$ cat src/rtl/xor_share_arb.sv
// xor_share_arb: round-robin arbiter that shares one XOR datapath among
// NREQ requesters. Each requester has its own enable bit in DOIT_MASK;
// disabled requesters receive an all-zero result. The result is held in a
// single-entry registered output stage with a valid/ready handshake.
module xor_share_arb #(
    parameter int                NREQ      = 2,
    parameter int                WIDTH     = 1,
    parameter logic [NREQ-1:0]   DOIT_MASK = {NREQ{1'b1}},
    localparam int               IDW       = (NREQ > 2) ? $clog2(NREQ) : 1
) (
    input  logic                    clk,
    input  logic                    rst,
    input  logic [NREQ-1:0]         req_valid,
    output logic [NREQ-1:0]         req_ready,
    input  logic [NREQ*WIDTH-1:0]   req_a,
    input  logic [NREQ*WIDTH-1:0]   req_b,
    output logic                    rsp_valid,
    input  logic                    rsp_ready,
    output logic [IDW-1:0]          rsp_id,
    output logic [WIDTH-1:0]        rsp_data
);

    typedef enum logic {
        ST_EMPTY = 1'b0,
        ST_FULL  = 1'b1
    } state_e;

    state_e               state_q, state_d;
    logic [IDW-1:0]       ptr_q, ptr_d;
    logic [WIDTH-1:0]     data_q, data_d;
    logic [IDW-1:0]       id_q, id_d;

    logic                 win_found_s;
    logic [IDW-1:0]       win_id_s;
    logic                 can_accept_s;
    logic                 grant_s;
    logic [WIDTH-1:0]     win_a_s;
    logic [WIDTH-1:0]     win_b_s;

    // Shared datapath: XOR when the requester is enabled, zero otherwise.
    function automatic logic [WIDTH-1:0] share_xor(
        input logic [WIDTH-1:0] a,
        input logic [WIDTH-1:0] b,
        input logic             en
    );
        if (en) begin
            return a ^ b;
        end else begin
            return {WIDTH{1'b0}};
        end
    endfunction

    // Round-robin search: first valid requester starting at ptr, wrapping
    // modulo NREQ (NREQ need not be a power of two).
    always_comb begin
        logic [IDW:0] cand;
        win_found_s = 1'b0;
        win_id_s    = {IDW{1'b0}};
        cand        = {(IDW+1){1'b0}};
        for (int k = 0; k < NREQ; k++) begin
            cand = {1'b0, ptr_q} + (IDW+1)'(k);
            if (cand >= (IDW+1)'(NREQ)) begin
                cand = cand - (IDW+1)'(NREQ);
            end else begin
                cand = cand;
            end
            if (!win_found_s && req_valid[cand[IDW-1:0]]) begin
                win_found_s = 1'b1;
                win_id_s    = cand[IDW-1:0];
            end else begin
                win_found_s = win_found_s;
            end
        end
    end

    // Slot is free when empty or when the held result leaves this cycle;
    // grants are suppressed while reset is asserted.
    always_comb begin
        can_accept_s = (state_q == ST_EMPTY) || rsp_ready;
        grant_s      = win_found_s && can_accept_s && !rst;
    end

    // One-hot ready toward the winning requester only.
    always_comb begin
        req_ready = {NREQ{1'b0}};
        if (grant_s) begin
            req_ready[win_id_s] = 1'b1;
        end else begin
            req_ready = {NREQ{1'b0}};
        end
    end

    // Operand mux for the winner; only feeds the result register, never ready.
    always_comb begin
        win_a_s = req_a[win_id_s*WIDTH +: WIDTH];
        win_b_s = req_b[win_id_s*WIDTH +: WIDTH];
    end

    // Next-state logic for the output stage and round-robin pointer.
    always_comb begin
        state_d = state_q;
        ptr_d   = ptr_q;
        data_d  = data_q;
        id_d    = id_q;
        if (grant_s) begin
            state_d = ST_FULL;
            data_d  = share_xor(win_a_s, win_b_s, DOIT_MASK[win_id_s]);
            id_d    = win_id_s;
            if (win_id_s == IDW'(NREQ - 1)) begin
                ptr_d = {IDW{1'b0}};
            end else begin
                ptr_d = win_id_s + IDW'(1);
            end
        end else begin
            case (state_q)
                ST_FULL: begin
                    if (rsp_ready) begin
                        state_d = ST_EMPTY;
                    end else begin
                        state_d = ST_FULL;
                    end
                end
                ST_EMPTY: state_d = ST_EMPTY;
                default:  state_d = ST_EMPTY;
            endcase
        end
    end

    // State registers with asynchronous reset.
    always_ff @(posedge clk or posedge rst) begin
        if (rst) begin
            state_q <= ST_EMPTY;
            ptr_q   <= {IDW{1'b0}};
            data_q  <= {WIDTH{1'b0}};
            id_q    <= {IDW{1'b0}};
        end else begin
            state_q <= state_d;
            ptr_q   <= ptr_d;
            data_q  <= data_d;
            id_q    <= id_d;
        end
    end

    // Response outputs come straight from flops.
    always_comb begin
        rsp_valid = (state_q == ST_FULL);
        rsp_data  = data_q;
        rsp_id    = id_q;
    end

endmodule
$ cat config.mk
export PLATFORM = sky130hd
export DESIGN_NAME = xor_share_arb
export DESIGN_NICKNAME = d
export VERILOG_FILES = /design/src/rtl/xor_share_arb.sv
export SDC_FILE = /design/constraint.sdc
export NUM_CORES = 1
export LEC_CHECK = 0
export BUFFER_PORTS_ARGS = -buffer_cell sky130_fd_sc_hd__buf_2
export CAP_MARGIN = 20
export CELL_PAD_IN_SITES_DETAIL_PLACEMENT = 0
export CELL_PAD_IN_SITES_GLOBAL_PLACEMENT = 2
export CORE_AREA = 2 2 39 41
export DETAILED_ROUTE_END_ITERATION = 16
export DIE_AREA = 0 0 41 43
export PLACE_DENSITY = 0.67
export SETUP_SLACK_MARGIN = 0.15
export SYNTH_ARGS = -nofsm -noshare
export SYNTH_HDL_FRONTEND = slang
export SYNTH_SLANG_ARGS = --single-unit
$ cat constraint.sdc
create_clock -name clk -period 1.07 [get_ports clk]
set_input_delay 0.214 -clock clk [delete_from_list [all_inputs] [get_ports clk]]
set_output_delay 0.214 -clock clk [all_outputs]
set_load 0.02 [all_outputs]
==> results of run 1 <==
synth_stat cells:
cell type  count  share of area
a21oi_1        2          0.043
xor2_1         1          0.038
and3_2         1          0.032
nor2b_1        1          0.027
mux2_4         1          0.065
nand2_1        2          0.032
nor2_1         1          0.016
xnor2_1        1          0.038
o21bai_2       1          0.049
nand2b_4       1          0.059
nand2b_1       2          0.054
inv_1          1          0.016
dfrtp_1        4           0.43
o31ai_1        1          0.032
o21ai_0        3          0.065
metrics by stage:
stage | hold WS [ns] | instance area [sq um]
floorplan | -0.01999 | 270.3
global placement | 0.2232 | 377.9
detailed placement | 0.2304 | 377.9
CTS | 0.2862 | 473.0
global route | 0.3934 | 506.7
finish | 0.3474 | 506.7
cell type report:
cell class	count	area, sq um	area share
multi-input combinational	18	177.7	0.3506
timing repair buffer	23	177.7	0.3506
tap	16	20.02	0.03951
inverter	1	3.754	0.007407
sequential	4	101.3	0.2000
clock buffer	4	26.28	0.05185
power breakdown:
| group | internal (mW) | switching [mW] | total, mW | leakage (nW) |
|---|---|---|---|---|
| Clock | 0.140 | 0.0660 | 0.206 | 0.0150 |
| Combinational | 0.155 | 0.117 | 0.272 | 0.190 |
| Sequential | 0.180 | 0.0194 | 0.199 | 0.0464 |
registers in the layout (all words and copies together) (netlist names):
name,count
rsp_id,1
ptr_q,1
rsp_data,1
rsp_valid,1
logic make-up after synthesis:
kind of cell | Yosys count
and+or+nand+nor | 8
AOI/OAI and AO/OA | 7
DFF | 4
xor gates and xnor gates | 2
buffers and inverters | 1
muxes | 1
worst max-delay path: stages, from the launching register on:
cell,delay (ns)
dfrtp_2,0.42
nand2b_4,0.09
nand2b_4,0.09
a21oi_4,0.12
buf_6,0.13
repair_timing:
item,4_1_cts,5_1_grt
endpoints found under the hold margin,4,0
pin swaps,5,0
setup endpoints to repair,8,8
gates resized for setup,15,1
hold buffers,1,0
gates cloned,0,0
buffers inserted,2,4
per-layer routing:
metal	global-route usage	wire, um	part of all wire	up-vias
met4	0.06000	0	0	0
li1	-	-	-	133
met2	0.1563	376	0.53	14
met3	0.03141	60	0.084	0
met5	0	0	0	-
met1	0.08738	274	0.39	120
worst max-delay path by stage:
stage | end | slack [ns] | cells past startpoint | from
2_1_floorplan | ptr_q | 0.02 | 3 | rsp_valid
4_1_cts | req_ready[0] | -0.23 | 4 | rsp_valid
6_report | req_ready[0] | -0.21 | 4 | rsp_valid
5_1_grt | req_ready[0] | -0.25 | 4 | rsp_valid
3_3_place_gp | req_ready[0] | -0.1 | 5 | rst
3_5_place_dp | req_ready[0] | -0.12 | 5 | rst
==> impl_results.md, run 1 <==
- Peak VDD IR: 0.0004808 V
- Compound-cell area share of the yosys netlist: 0.1892
- Startpoint Class: flop
- Post-synthesis sequential area ratio: 0.4324
- Worst-Margin Slew: between 0.15 and 0.2 ns
- Pwr dens: 1337 mW/mm^2
- Vias per cell: 4.045
- Io pins: 14
- Die ar.: 0.001763 sq mm
- 1st-iter DRT viols: 1
- Grt total ovfl: 0
- Clk buf depth: 2
- Reg2reg start: rsp_valid
- Final setup fails: 6
- Clk_skew: about 0.00073 ns
- Vias in the first global route: 281
- Relative slew slack: 0.8749
- Period utilization: 1.200
- CP Capture Type: output port
- R2R setup slack: -0.10 ns
- Root buffer cell: clkbuf_4
- Leak: between 0.2 and 0.3 nW
- Cell Area, Synth: 231.5 sq um
- Via count: 267
- Final WS setup: -0.2143 ns
- TritonCTS clock tree: done
- RSZ-0062 raised after global routing: true
- First-pass detailed-route iteration total: 2
- Pin count of the biggest net entering global routing: 5
- Violated checks: setup timing
- Hold path start: rsp_ready
- HPWL after DPL: 557.8 um
- Cell Count Post-Placement: 55
- Non-Filler Instances: 66
- RePlAce Congestion: about 0.70
- Hold endpoint: rsp_id
- Worst slack, placed: -0.1226 ns
- Routed Wire Length: about 710 um
- Core Area: 0.001384 sq mm
- Post-Syn Instances: 23
- First-pass GRT wire length: 1.076 mm
- Port bufs: 13
- Yosys cell types: 15
- Simple-Gate Fraction of Synth Area: 0.2216
- Gr usage total: 0.09256
- CP Data Arrival Time: roughly 1.1 ns
- Syn nets: 32
- Synthesized area per cell: 10.06 sq um
- Clk sinks: 4
- Number of synthesis warnings: 0
- Hold Fails Final Rpt: 0
- Layout area overhead: 118.9%
- Initial antenna violation count: 0
- Multiplexer share of the synthesized area: 0.06486
- Routed WL per cell: 10.77 um
- H-tree levels: 1
- RR Endpoint: rsp_data
- # rows: 14
- Share of cells above drive strength 1: 0.7200
- Cts bufs inserted: 3
- Most frequent cells in the layout: buf_2 (8), buf_4 (8), buf_6 (6)
- Crit path max fanout: 4
- WP data required: between 0.8 and 0.9 ns
- Status: complete, but fails checks
- Routed Antenna Nets: 0
- Fmax: between 700 and 800 MHz
- Synth Register Bits: 4
- Reg2Reg Depth: 5
- Tot Pwr: 0.6775 mW
- Initial Utilization: 0.1673
- Post-layout min period: 1.284 ns
- Die Width: about 40 um
- Clk Latency, worst-skew pair: 0.23 ns
- Worst hold path depth: 4
- Die height: between 40 and 50 um
- Worst Hold Class: in2reg
- Largest family of logic cells by synthesized area: simple AND/OR/NAND/NOR gates
- Post-Synth XOR/XNOR Area: 0.07568
- Detailed-route DRC error count: 0
- Count of antenna diodes in the layout: 0
- Setup TNS: -0.7732 ns
- Core Util, Final: 0.3662
- Clock Pin Slew Worst Setup and Hold Paths: 0.04 ns
- Pins Over Slew Limit: 0
- Crit Path Category: reg2out
- # fillers: 145
- Total Nets Final: 60
- Max cap viols: 0
- Post-synthesis adder-cell area fraction: 0
No activity file was read; power rests on OpenSTA's default activity.
==> run 2, diff against run 1 <==
GPL_TIMING_DRIVEN = 0   (was default)
==> run 2 against run 1 <==
  * The run still ends with setup timing left
  * First-iteration DRC count shrank 100%
  * Worst setup slack improved by 0.011 ns
  * Final cell count shrank 4.5%
  * Utilization fell by 1.4 points
  * Clock-buffer cell count did not move
  * Sequential share of layout area rose by 0.77 points
  * Sequential power about the same
  * Register-to-register slack got worse by 0.07 ns
  * Design area decreased by 3.7%
  * Clock power hardly changed
  * Critical path depth is the same
==> impl_results.md, run 2 (synthesis results as in run 1) <==
- RePlAce Congestion: 0.6485 (was 0.7022)
- Routed WL per cell: 10.03 um (was 10.77 um)
- Critical path's slowest cell: dfrtp_2 (unchanged)
- Period utilization: 1.190 (was 1.200)
- Worst slack, placed: -0.1545 ns (was -0.1226 ns)
- Grt total ovfl: 0 (unchanged)
- Status: complete, but fails checks (unchanged)
- Die height: 43 um (unchanged)
- Critical path's most frequent cell: nand2b_4 (unchanged)
- Violated checks: setup timing (unchanged)
- First-pass detailed-route iteration total: 1 (was 2)
- Detailed-route DRC error count: 0 (unchanged)
- Leak: 0.2385 nW (was 0.2518 nW)
- Pins Over Slew Limit: 0 (unchanged)
- WP data required: 0.86 ns (about the same)
- Cell Count Post-Placement: 52 (was 55)
- Crit Path Category: reg2out (unchanged)
- CP Capture Type: output port (unchanged)
- Peak VDD IR: 0.0004124 V (was 0.0004808 V)
- Hold path start: rsp_ready (unchanged)
- Tot Pwr: 0.6654 mW (was 0.6775 mW)
- Hold Fails Final Rpt: 0 (unchanged)
- Clk buf depth: 2 (unchanged)
- Final WS setup: -0.2036 ns (was -0.2143 ns)
- Pwr dens: 1364 mW/mm^2 (was 1337 mW/mm^2)
- RSZ-0062 raised after global routing: true (unchanged)
- Vias in the first global route: 264 (was 281)
- Port bufs: 13 (unchanged)
- H-tree levels: 1 (unchanged)
- Gr usage total: 0.09173 (was 0.09256)
- Pin count of the biggest net entering global routing: 6 (was 5)
- Critical path's top delay family: flip-flops (unchanged)
- Clk Latency, worst-skew pair: 0.24 ns (was 0.23 ns)
- CP Cell Sequence: nand2b_4 -> nand2b_4 -> a21oi_4 -> buf_6 (unchanged)
- Io pins: 14 (unchanged)
- Most common cell after layout, fill and taps aside: buf_2
- Cts bufs inserted: 3 (unchanged)
- Flip-flop and latch area: 101.3 sq um (unchanged)
- CP peak stage delay: 0.42 ns (about the same)
- Initial Utilization: 0.1673 (unchanged)
- Root buffer cell: clkbuf_4 (unchanged)
- Via count: 253 (was 267)
- Most frequent cells in the layout: buf_2 (8), buf_6 (7), buf_4 (4) (was buf_2 (8), buf_4 (8), buf_6 (6))
- Worst-Margin Slew: 0.2014 ns (was 0.1863 ns)
- First-pass GRT wire length: 1.028 mm (was 1.076 mm)
- Crit. Startpoint: rsp_valid (unchanged)
- Clk sinks: 4 (unchanged)
- Final setup fails: 6 (unchanged)
- # rows: 14 (unchanged)
- Worst Hold Class: in2reg (unchanged)
- Non-Filler Instances: 63 (was 66)
- Post-layout min period: 1.274 ns (was 1.284 ns)
- Relative slew slack: 0.8657 (was 0.8749)
- Clk_skew: 0.008955 ns (was 0.0007314 ns)
- Share of cells above drive strength 1: 0.7021 (was 0.7200)
- Buf/Inv on CP: 1 (unchanged)
- Vias per cell: 4.016 (was 4.045)
- Routed Antenna Nets: 0 (unchanged)
- Reg2reg start: rsp_valid (unchanged)
- Layout area overhead: 110.8% (was 118.9%)
- TritonCTS clock tree: done (unchanged)
- Routed Wire Length: 632 um (was 711 um)
- Crit path max fanout: 3 (was 4)
- Min Hold Slack: 0.2901 ns (was 0.3474 ns)
- CP Data Arrival Time: 1.06 ns (was 1.07 ns)
- # fillers: 149 (was 145)
- Max cap viols: 0 (unchanged)
- Die Width: 41 um (unchanged)
- Startpoint Class: flop (unchanged)
- Initial antenna violation count: 0 (unchanged)
- Clock Pin Slew Worst Setup and Hold Paths: 0.04 ns (about the same)
- Die ar.: 0.001763 sq mm (unchanged)
- Core Area: 0.001384 sq mm (unchanged)
- Fmax: 785.1 MHz (was 778.6 MHz)
- Count of antenna diodes in the layout: 0 (unchanged)
- Total Nets Final: 57 (was 60)
- 1st-iter DRT viols: 0 (was 1)
- Area of the multi-input gates: 177.7 sq um (unchanged)
-- run 2: changes by cell type in the layout (fill, tap and decap cells not counted) --
cell | before | now
buf_6 | 6 | 7
buf_4 | 8 | 4
-- run 2: power breakdown --
group / internal (mW) / total (mW) / switching [mW]
sequential: 0.180 / 0.200 / 0.0198
combinational: 0.148 / 0.259 / 0.111
clock: 0.140 / 0.207 / 0.0669
-- run 2: timing repair --
item                                   in CTS  in global routing
hold buffers                                1                  0
setup buffers                               2                  4
gates resized for setup                    15                  2
pin swaps                                   3                  2
setup endpoints to repair                   8                  8
endpoints found under the hold margin       4                  0
-- run 2: cell type report --
class / instances / share of cell area
flip-flops and latches: 4 / 0.2077
well taps: 16 / 0.04103
multi-input cells: 18 / 0.3641
clock buffers: 4 / 0.05385
inverters: 1 / 0.007692
repair buffers: 20 / 0.3256
-- run 2: metal layers --
layer  track usage  vias to the layer above  routed length (um)
li1              -                      126                   -
met3       0.03665                        0                  60
met5             0                        -                   0
met2        0.1281                       14                 307
met4       0.08000                        0                   0
met1        0.1010                      113                 264
-- run 2: per-stage QoR --
stage / util / area [sq um] / TNS, ns
3_3_place_gp: 0.2568 / 355.3 / -0.3747
6_report: 0.3526 / 488.0 / -0.8327
5_1_grt: 0.3526 / 488.0 / -1.055
4_1_cts: 0.3255 / 450.4 / -0.5756
2_1_floorplan: - / 270.3 / 0
3_5_place_dp: 0.2568 / 355.3 / -0.4168
-- run 2: tightest hold or removal path, cell delays in order --
cell,delay [ns]
buf_2,0.10
nand2b_4,0.13
nand2_1,0.05
-- run 2: worst paths after layout --
kind / endpoint / slack [ns] / depth (start not counted)
setup / recovery: req_ready[0] / -0.20 / 4
hold / removal: rsp_valid / 0.29 / 3
setup reg to reg: ptr_q / -0.17 / 5
hold reg to reg: rsp_data / 0.53 / 2
max in group asynchronous: rsp_valid / 0.48 / 3
min in group asynchronous: rsp_id / 0.42 / 3
==> run 3, diff against run 2 <==
CELL_PAD_IN_SITES_DETAIL_PLACEMENT = 2   (was 0)
==> run 3 against run 2 <==
  * The flow still finishes with violations (setup timing)
  * Clock skew hardly changed
  * Sequential power barely moved
  * Highest routed layer is now met4
  * Via count rose by 13%
  * Largest cell class unchanged
  * Largest power group unchanged
  * Sequential share of layout area fell by 1.5 points
  * Design area is 7.9% higher
  * Flip-flop and latch count stayed put
==> impl_results.md, run 3 (synthesis results as in run 1) <==
- R2R setup slack: -0.18 ns (was -0.17 ns)
- Total Nets Final: 60 (was 57)
- # rows: 14 (unchanged)
- Via count: 286 (was 253)
- Relative slew slack: 0.8477 (was 0.8657)
- Pin count of the biggest net entering global routing: 6 (unchanged)
- 1st-iter DRT viols: 0 (unchanged)
- Crit Path Category: reg2out (unchanged)
- RR Endpoint: ptr_q (unchanged)
- Die Width: 41 um (unchanged)
- Clk Latency, worst-skew pair: 0.24 ns (about the same)
- Max cap viols: 0 (unchanged)
- RePlAce Congestion: 0.6485 (unchanged)
- Most frequent cells in the layout: buf_2 (8), buf_6 (8), buf_4 (6) (was buf_2 (8), buf_6 (7), buf_4 (4))
- Io pins: 14 (unchanged)
- Cts bufs inserted: 3 (unchanged)
- Gr usage total: 0.1188 (was 0.09173)
- Die height: 43 um (unchanged)
- Reg2reg start: rsp_valid (unchanged)
- First-pass GRT wire length: 1.324 mm (was 1.028 mm)
- Startpoint Class: flop (unchanged)
- Leak: 0.2563 nW (was 0.2385 nW)
- Area of the multi-input gates: 190.2 sq um (was 177.7 sq um)
- HPWL after DPL: slightly below 600 um
- Initial Utilization: 0.1673 (unchanged)
- Root buffer cell: clkbuf_4 (unchanged)
- Die ar.: 0.001763 sq mm (unchanged)
- Detailed-route DRC error count: 0 (unchanged)
- Worst-Margin Slew: 0.2269 ns (was 0.2014 ns)
- Post-layout min period: 1.283 ns (was 1.274 ns)
- Core Area: 0.001384 sq mm (unchanged)
- Vias in the first global route: 327 (was 264)
- Share of cells above drive strength 1: 0.7400 (was 0.7021)
- Initial antenna violation count: 0 (unchanged)
- Layout area overhead: 127.6% (was 110.8%)
- Final setup fails: 6 (unchanged)
- Routed Antenna Nets: 0 (unchanged)
- H-tree levels: 1 (unchanged)
- Fmax: 779.5 MHz (was 785.1 MHz)
- TritonCTS clock tree: done (unchanged)
- RSZ-0062 raised after global routing: true (unchanged)
- Crit. Startpoint: rsp_valid (unchanged)
- Setup crit end: req_ready[0] (unchanged)
- Clk_skew: 0.008696 ns (was 0.008955 ns)
- Clock Pin Slew Worst Setup and Hold Paths: 0.04 ns (about the same)
- Hold Fails Final Rpt: 0 (unchanged)
- Pins Over Slew Limit: 0 (unchanged)
- # fillers: 160 (was 149)
- Count of antenna diodes in the layout: 0 (unchanged)
- Violated checks: setup timing (unchanged)
- Pwr dens: 1366 mW/mm^2 (was 1364 mW/mm^2)
- Clk sinks: 4 (unchanged)
- Min Hold Slack: 0.2788 ns (was 0.2901 ns)
- CP Data Arrival Time: 1.07 ns (was 1.06 ns)
- Routed WL per cell: 12.18 um (was 10.03 um)
- CP Capture Type: output port (unchanged)
- Final WS setup: -0.2129 ns (was -0.2036 ns)
- Core Util, Final: 0.3807 (was 0.3526)
- Worst hold path depth: 3 (unchanged)
- Worst slack, placed: -0.1859 ns (was -0.1545 ns)
- Flip-flop and latch area: 101.3 sq um (unchanged)
- Period utilization: 1.199 (was 1.190)
- Vias per cell: 4.333 (was 4.016)
- Status: complete, but fails checks (unchanged)
- First-pass detailed-route iteration total: 1 (unchanged)
- Crit path max fanout: 3 (unchanged)
- Clk buf depth: 2 (unchanged)
- Grt total ovfl: 0 (unchanged)
- Reg2Reg Depth: 5 (unchanged)
- WP data required: 0.86 ns (about the same)
- Peak VDD IR: 0.0004372 V (was 0.0004124 V)
- Routed Wire Length: 804 um (was 632 um)
- Worst Hold Class: in2reg (unchanged)
- Port bufs: 13 (unchanged)
## run 3: changes by cell type in the layout (fill, tap and decap cells not counted), sizes merged
cell	change
buf	+3
## run 3: worst min path at each step
stage / from / endpoint
4_1_cts: rst / rsp_valid
3_3_place_gp: rst / ptr_q
6_report: rst / rsp_valid
2_1_floorplan: rst / ptr_q
3_5_place_dp: rst / ptr_q
5_1_grt: rst / rsp_valid
## run 3: stage by stage
stage	setup TNS, ns	cells	total power, mW	cell area, sq um
detailed placement	-0.5339	52	0.3838	355.3
global route	-1.223	66	0.7717	526.8
floorplan	0	23	0.3193	270.3
finish	-0.9716	66	0.7196	526.8
global placement	-0.3747	52	0.3732	355.3
CTS	-0.8402	63	0.6886	484.2
## run 3: layout make-up
cell class,count,share of cell area
sequential,4,0.1924
timing repair buffer,23,0.3515
tap,16,0.03800
clock buffer,4,0.04988
inverter,1,0.007126
multi-input combinational,18,0.3610
## run 3: timing repair
action	4_1_cts	5_1_grt
pin swaps	2	4
endpoints found under the hold margin	4	0
hold buffers	1	0
setup endpoints to repair	8	8
gates resized for setup	14	6
setup buffers	6	3
## run 3: power by group
group          total, mW  internal (mW)  switching, mW  leakage [nW]
logic              0.307          0.178          0.129         0.195
registers          0.200          0.180         0.0203        0.0464
clock network      0.212          0.141         0.0717        0.0150
## run 3: layer usage
metal  routed length, um  global-route usage
met1                 254              0.1071
met2                 449              0.2094
met3                  65             0.03141
met4                  36             0.08000
met5                   0                   0
## run 3: critical path: stages (launching register included)
cell	delay, ns
dfrtp_2	0.42
nand2b_4	0.08
nand2b_4	0.08
a21oi_4	0.12
buf_6	0.13
